**src/rtl/mandel_iter_core.sv**
```systemverilog
// Escape-time Mandelbrot iteration engine: iterates z <= z^2 + c from z = 0 for one point.
// Optional abort input is enabled by defining MANDEL_ITER_CORE_ABORT_EN.
module mandel_iter_core #(
    parameter int FP_WIDTH = 25,
    parameter int FP_INT   = 4,
    parameter int ITER_MAX = 255,
    localparam int ITERW   = $clog2(ITER_MAX + 1)
) (
    input  logic                       clk,
    input  logic                       rst_n,
    input  logic                       start,
    input  logic signed [FP_WIDTH-1:0] re,
    input  logic signed [FP_WIDTH-1:0] im,
`ifdef MANDEL_ITER_CORE_ABORT_EN
    input  logic                       abort,
`endif
    output logic                       busy,
    output logic                       done,
    output logic [ITERW-1:0]           iter
);
    localparam int FRAC = FP_WIDTH - FP_INT;
    localparam int PW   = 2 * FP_WIDTH;
    localparam logic signed [FP_WIDTH-1:0] C_TWO  = {{(FP_INT-2){1'b0}}, 2'b10, {FRAC{1'b0}}};
    localparam logic signed [FP_WIDTH-1:0] C_FOUR = {{(FP_INT-3){1'b0}}, 3'b100, {FRAC{1'b0}}};
    localparam logic signed [FP_WIDTH:0]   C_FOUR_W = {1'b0, C_FOUR};
    localparam logic [ITERW-1:0]           C_MAX  = ITERW'(ITER_MAX);

    typedef enum logic [1:0] {S_IDLE, S_MUL, S_ADD, S_DONE} state_t;

    state_t                     r_state;
    logic                       r_busy, r_done;
    logic [ITERW-1:0]           r_iter, r_cnt;
    logic signed [FP_WIDTH-1:0] r_re, r_im, r_x, r_y, r_xx, r_yy, r_xy;

    logic signed [PW-1:0]       w_xe, w_ye, w_pxx, w_pyy, w_pxy;
    logic signed [FP_WIDTH-1:0] w_xx, w_yy, w_xy, w_nx, w_ny;
    logic signed [FP_WIDTH:0]   w_sum;
    logic                       w_esc, w_reject, w_abort;

`ifdef MANDEL_ITER_CORE_ABORT_EN
    assign w_abort = abort;
`else
    assign w_abort = 1'b0;
`endif

    // Full-width signed products, then floor-shift back to the working format.
    assign w_xe  = PW'(r_x);
    assign w_ye  = PW'(r_y);
    assign w_pxx = w_xe * w_xe;
    assign w_pyy = w_ye * w_ye;
    assign w_pxy = w_xe * w_ye;
    assign w_xx  = FP_WIDTH'(w_pxx >>> FRAC);
    assign w_yy  = FP_WIDTH'(w_pyy >>> FRAC);
    assign w_xy  = FP_WIDTH'(w_pxy >>> FRAC);

    assign w_sum = {r_xx[FP_WIDTH-1], r_xx} + {r_yy[FP_WIDTH-1], r_yy};
    assign w_esc = (r_x >= C_TWO) || (r_x <= -C_TWO) ||
                   (r_y >= C_TWO) || (r_y <= -C_TWO) || (w_sum >= C_FOUR_W);
    assign w_nx  = r_xx - r_yy + r_re;
    assign w_ny  = (r_xy <<< 1) + r_im;

    assign w_reject = (re >= C_FOUR) || (re <= -C_FOUR) || (im >= C_FOUR) || (im <= -C_FOUR);

    always_ff @(posedge clk or negedge rst_n) begin
        if (!rst_n) begin
            r_state <= S_IDLE;
            r_busy  <= 1'b0;
            r_done  <= 1'b0;
            r_iter  <= '0;
            r_cnt   <= '0;
            r_re    <= '0;
            r_im    <= '0;
            r_x     <= '0;
            r_y     <= '0;
            r_xx    <= '0;
            r_yy    <= '0;
            r_xy    <= '0;
        end else begin
            r_done <= 1'b0;
            if (w_abort && (r_state != S_IDLE)) begin
                r_state <= S_IDLE;
                r_busy  <= 1'b0;
            end else begin
                case (r_state)
                    S_IDLE: if (start) begin
                        r_re   <= re;
                        r_im   <= im;
                        r_x    <= '0;
                        r_y    <= '0;
                        r_cnt  <= '0;
                        r_busy <= 1'b1;
                        if (w_reject) begin
                            r_state <= S_DONE;
                            r_done  <= 1'b1;
                            r_iter  <= '0;
                        end else begin
                            r_state <= S_MUL;
                        end
                    end
                    S_MUL: begin
                        r_xx    <= w_xx;
                        r_yy    <= w_yy;
                        r_xy    <= w_xy;
                        r_state <= S_ADD;
                    end
                    // done/iter are registered on entry so they appear in the DONE cycle.
                    S_ADD: if (w_esc || (r_cnt == C_MAX)) begin
                        r_state <= S_DONE;
                        r_done  <= 1'b1;
                        r_iter  <= r_cnt;
                    end else begin
                        r_x     <= w_nx;
                        r_y     <= w_ny;
                        r_cnt   <= r_cnt + ITERW'(1);
                        r_state <= S_MUL;
                    end
                    S_DONE: begin
                        r_state <= S_IDLE;
                        r_busy  <= 1'b0;
                    end
                    default: begin
                        r_state <= S_IDLE;
                        r_busy  <= 1'b0;
                    end
                endcase
            end
        end
    end

    assign busy = r_busy;
    assign done = r_done;
    assign iter = r_iter;

endmodule

```
**config.mk**
```make
export PLATFORM = sky130hd
export DESIGN_NAME = mandel_iter_core
export DESIGN_NICKNAME = d
export VERILOG_FILES = /design/src/rtl/mandel_iter_core.sv
export SDC_FILE = /design/constraint.sdc
export NUM_CORES = 2
export LEC_CHECK = 0
export ABC_AREA = 1
export ABC_CLOCK_PERIOD_IN_PS = 9400
export CORE_MARGIN = 3
export CORE_UTILIZATION = 50
export CTS_BUF_LIST = sky130_fd_sc_hd__clkbuf_2
export DETAILED_ROUTE_END_ITERATION = 8
export PLACE_DENSITY_LB_ADDON = 0.12
export SETUP_SLACK_MARGIN = 0.5
export SYNTH_ARGS = -nofsm -noshare
export SYNTH_HDL_FRONTEND = slang
export SYNTH_SLANG_ARGS = --single-unit
```
**constraint.sdc**
```tcl
create_clock -name clk -period 9.4 [get_ports clk]
set_clock_uncertainty 0.2 [all_clocks]
set_input_delay 1.88 -clock clk [delete_from_list [all_inputs] [get_ports clk]]
set_output_delay 1.88 -clock clk [all_outputs]
set_load 0.02 [all_outputs]
```
==> results.py <==
metrics = {
    "power": {
        "leakagePower_nw": 48.0,
        "swShare": 0.635,
        "p_switching_mw": 12.6,
        "share_clk_of_total_power": 0.029,
        "power_frac_comb": 0.862,
        "internal_power_mw": 7.25,
        "power_frac_seq": 0.109,
        "p_per_area_nw_per_um2": 253,
        "vdd_drop_max_mv": 0.225,
    },
    "synthesis": {
        "yosysTopAreaCellShare": 0.466,
        "synthTopCellsByCount": "inv_1, nand2_1, fa_1",
        "ys_ff_latch": 194,
        "yosysSeqAreaShare": 0.0643,
        "synth_area_um2": 75500,
        "synthTopCellsByArea": "fa_1, inv_1, nand2_1",
        "synthDistinctLibCells": 43,
        "synth_edf_count": 0,
        "synthFlopType": "dfrtp_1",
        "synthMostInstantiatedCell": "inv_1",
        "synth_top_area_cell": "fa_1",
        "syn_inst": 9541,
        "synthesis.nets": 11900,
        "synth.avg_cell_area_um2": 7.91,
        "async_reset_ff_frac": 1.00,
        "yosysWarnings": 0,
    },
    "die": {
        "fp.coreArea_um2": 149000,
        "start_util": 0.507,
        "io_pins": 63,
        "dieWidth_um": 395,
        "die_area_um2": 156000,
        "rows": 141,
        "die_h_um": 395,
    },
    "detailed_routing": {
        "ant_nets": 0,
        "drt-total-wl_um": 232000,
        "drc": 0,
        "routedWlPerCell_um": 20.3,
        "drt_iter0_drc": 4163,
        "vias_per_cell": 5.13,
        "vias": 58700,
        "drtPass1Iterations": 6,
    },
    "timing": {
        "drv_slew": 0,
        "slew_headroom": 0.290,
        "fmax_ghz": 0.120,
        "fin_crit_sh": 0.886,
        "finalSetupViolations": 0,
        "hold_viol": 0,
        "tightest_slew_ps": 1060,
        "period_needed_ps": 8330,
        "rsz0062_at_grt": "no",
        "finalSetupTns_ps": 0,
    },
    "finish": {
        "fillers": 14700,
        "stdcell_area_um2": 78700,
        "drive_gt1_frac": 0.0267,
        "area_growth_syn_to_layout_pct": 4.25,
        "fin_nets": 11700,
    },
    "critical_path": {
        "path_max_fanout": 29,
        "regToRegSetupSlack_ps": 1070,
        "r2r_cells": 21,
        "arrival_ps": 9410,
        "worstPathRequired_ps": 10480,
        "start_kind": "register",
        "end_kind": "register",
        "crit_type": "register to register",
        "regToRegStartpoint": "r_x[24]",
        "worst_r2r_endpoint": "r_xx[18]",
    },
    "clock_network": {
        "clk_pin_slew_ps": 470,
        "cts_root_buf": "clkbuf_2",
        "htree_levels": 4,
        "cts_buffer_depth": 2,
        "numCtsBuffers": 17,
        "cts_sinks": 194,
        "ctsHoldBuffers": 0,
        "post_cts_buffers": 0,
        "ctsResizeCount": 0,
        "cts_tree": "built",
        "clk_latency_ps": 1330,
    },
    "placement": {
        "dp_hpwl_um": 195000,
        "gp_congestion": 0.954,
        "numPortBuffers": 62,
        "place_area_um2": 78400,
    },
    "run": {
        "maxCapViolCount": 0,
    },
    "grt": {
        "grt_max_degree": 78,
        "grt_util_all_layers": 0.310,
        "antenna_found_initial": 13,
        "grt_pass1_wl_um": 369000,
        "overflow": 0,
        "grt_pass1_vias": 63500,
    },
    "min_path": {
        "hold_path_class": "input pin to asynchronous set/reset pin",
    },
    "status": {
        "status": "finished clean",
    },
}
-- flip-flops by register name (all words and copies together), names as in the netlist --
register  count
busy          1
r_x          25
done          1
r_im         25
r_xx         25
iter          8
r_xy         24
r_cnt         8
r_state       2
r_re         25
r_y          25
r_yy         25
-- critical path: stages, from the launching register on --
cell and delay [ps]:
dfrtp_2 1000, nand2_1 230, inv_1 140, fa_1 580, fa_1 900, inv_1 170
fa_1 770, inv_1 200, fa_1 490, fa_1 570, fa_1 430, fa_1 440
ha_1 420, nand2_1 100, nor2_1 220, nand2_1 170, nor4_1 340, nand3_1 310
nand3_1 170, nand2_1 50, nand3_1 220, o21ai_0 130
-- logic make-up (layout without fill, tap and decap cells) --
family / after synthesis / count (layout) / synth area share
buffers and inverters: 3331 / 3205 / 0.166
AND/OR/NAND/NOR: 3077 / 3077 / 0.164
adder cells (fa/ha/maj): 2257 / 2257 / 0.549
AO/OA/AOI/OAI: 543 / 543 / 0.0401
flip-flops: 194 / 194 / 0.0643
XOR/XNOR: 125 / 125 / 0.0145
multiplexers: 14 / 14 / 0.00209
other: 0 / 17 / 0
-- cell usage in the layout (no fill, tap or decap), types with 30 or more instances in the layout --
cell type	instances
ha_1	498
xor2_1	51
xnor2_1	74
a21oi_1	221
dfrtp_1	144
dfrtp_2	49
nand4_1	61
nand2_1	2187
a21o_1	31
nor2_1	419
o21bai_1	30
fa_1	1759
nand3_1	288
clkdlybuf4s50_1	61
buf_4	121
inv_1	2981
nor3_1	45
o21ai_0	186
-- stage by stage --
stage,hold WS [ps],setup WS (ps),power [mW],cells,util
3_3_place_gp,271,1270,19.1,11400,0.526
2_1_floorplan,253,2510,13.5,9541,-
6_report,281,1070,19.9,11400,0.529
5_1_grt,224,578,22.2,11400,0.528
3_5_place_dp,273,1190,19.2,11400,0.526
4_1_cts,149,1160,19.9,11400,0.528
-- how the worst max path moves through the flow --
| stage | start | to | slack [ps] | depth (start not counted) |
|---|---|---|---|---|
| after floorplan | r_x[24] | r_xy[18] | 2510 | 23 |
| after CTS | r_x[24] | r_xx[23] | 1160 | 21 |
| after detailed placement | r_x[24] | r_xx[18] | 1190 | 21 |
| after global placement | r_x[24] | r_xx[18] | 1270 | 21 |
| after global routing | r_x[24] | r_xx[18] | 580 | 21 |
| final | r_x[24] | r_xx[18] | 1070 | 21 |
-- power by group through the flow --
stage               logic, mW  registers, mW  clock network, mW
global placement         17.0           2.15                  0
CTS                      17.2           2.15              0.612
finish                   17.1           2.17              0.585
detailed placement       17.0           2.16                  0
global route             19.4           2.19              0.631
floorplan                12.1           1.35                  0
-- final cells by class --
type | count | area [µm²] | share of cell area
multi-input cells | 6016 | 58100 | 0.738
clock buffers | 17 | 85.1 | 0.00108
flip-flops and latches | 194 | 4920 | 0.0625
clock inverters | 15 | 211 | 0.00269
well taps | 2002 | 2500 | 0.0318
repair buffers | 189 | 1650 | 0.0210
diodes | 17 | 42.5 | 0.000541
inverters | 2984 | 11200 | 0.142
-- layer usage --
metal  GRT usage  vias up  wire length [µm]
li1            -    26800                 -
met1       0.440    29800            101000
met2       0.494     1795            107000
met3      0.0444      307             14900
met4      0.0989        0              8370
met5           0        -                 0
No activity file was read; power rests on OpenSTA's default activity.
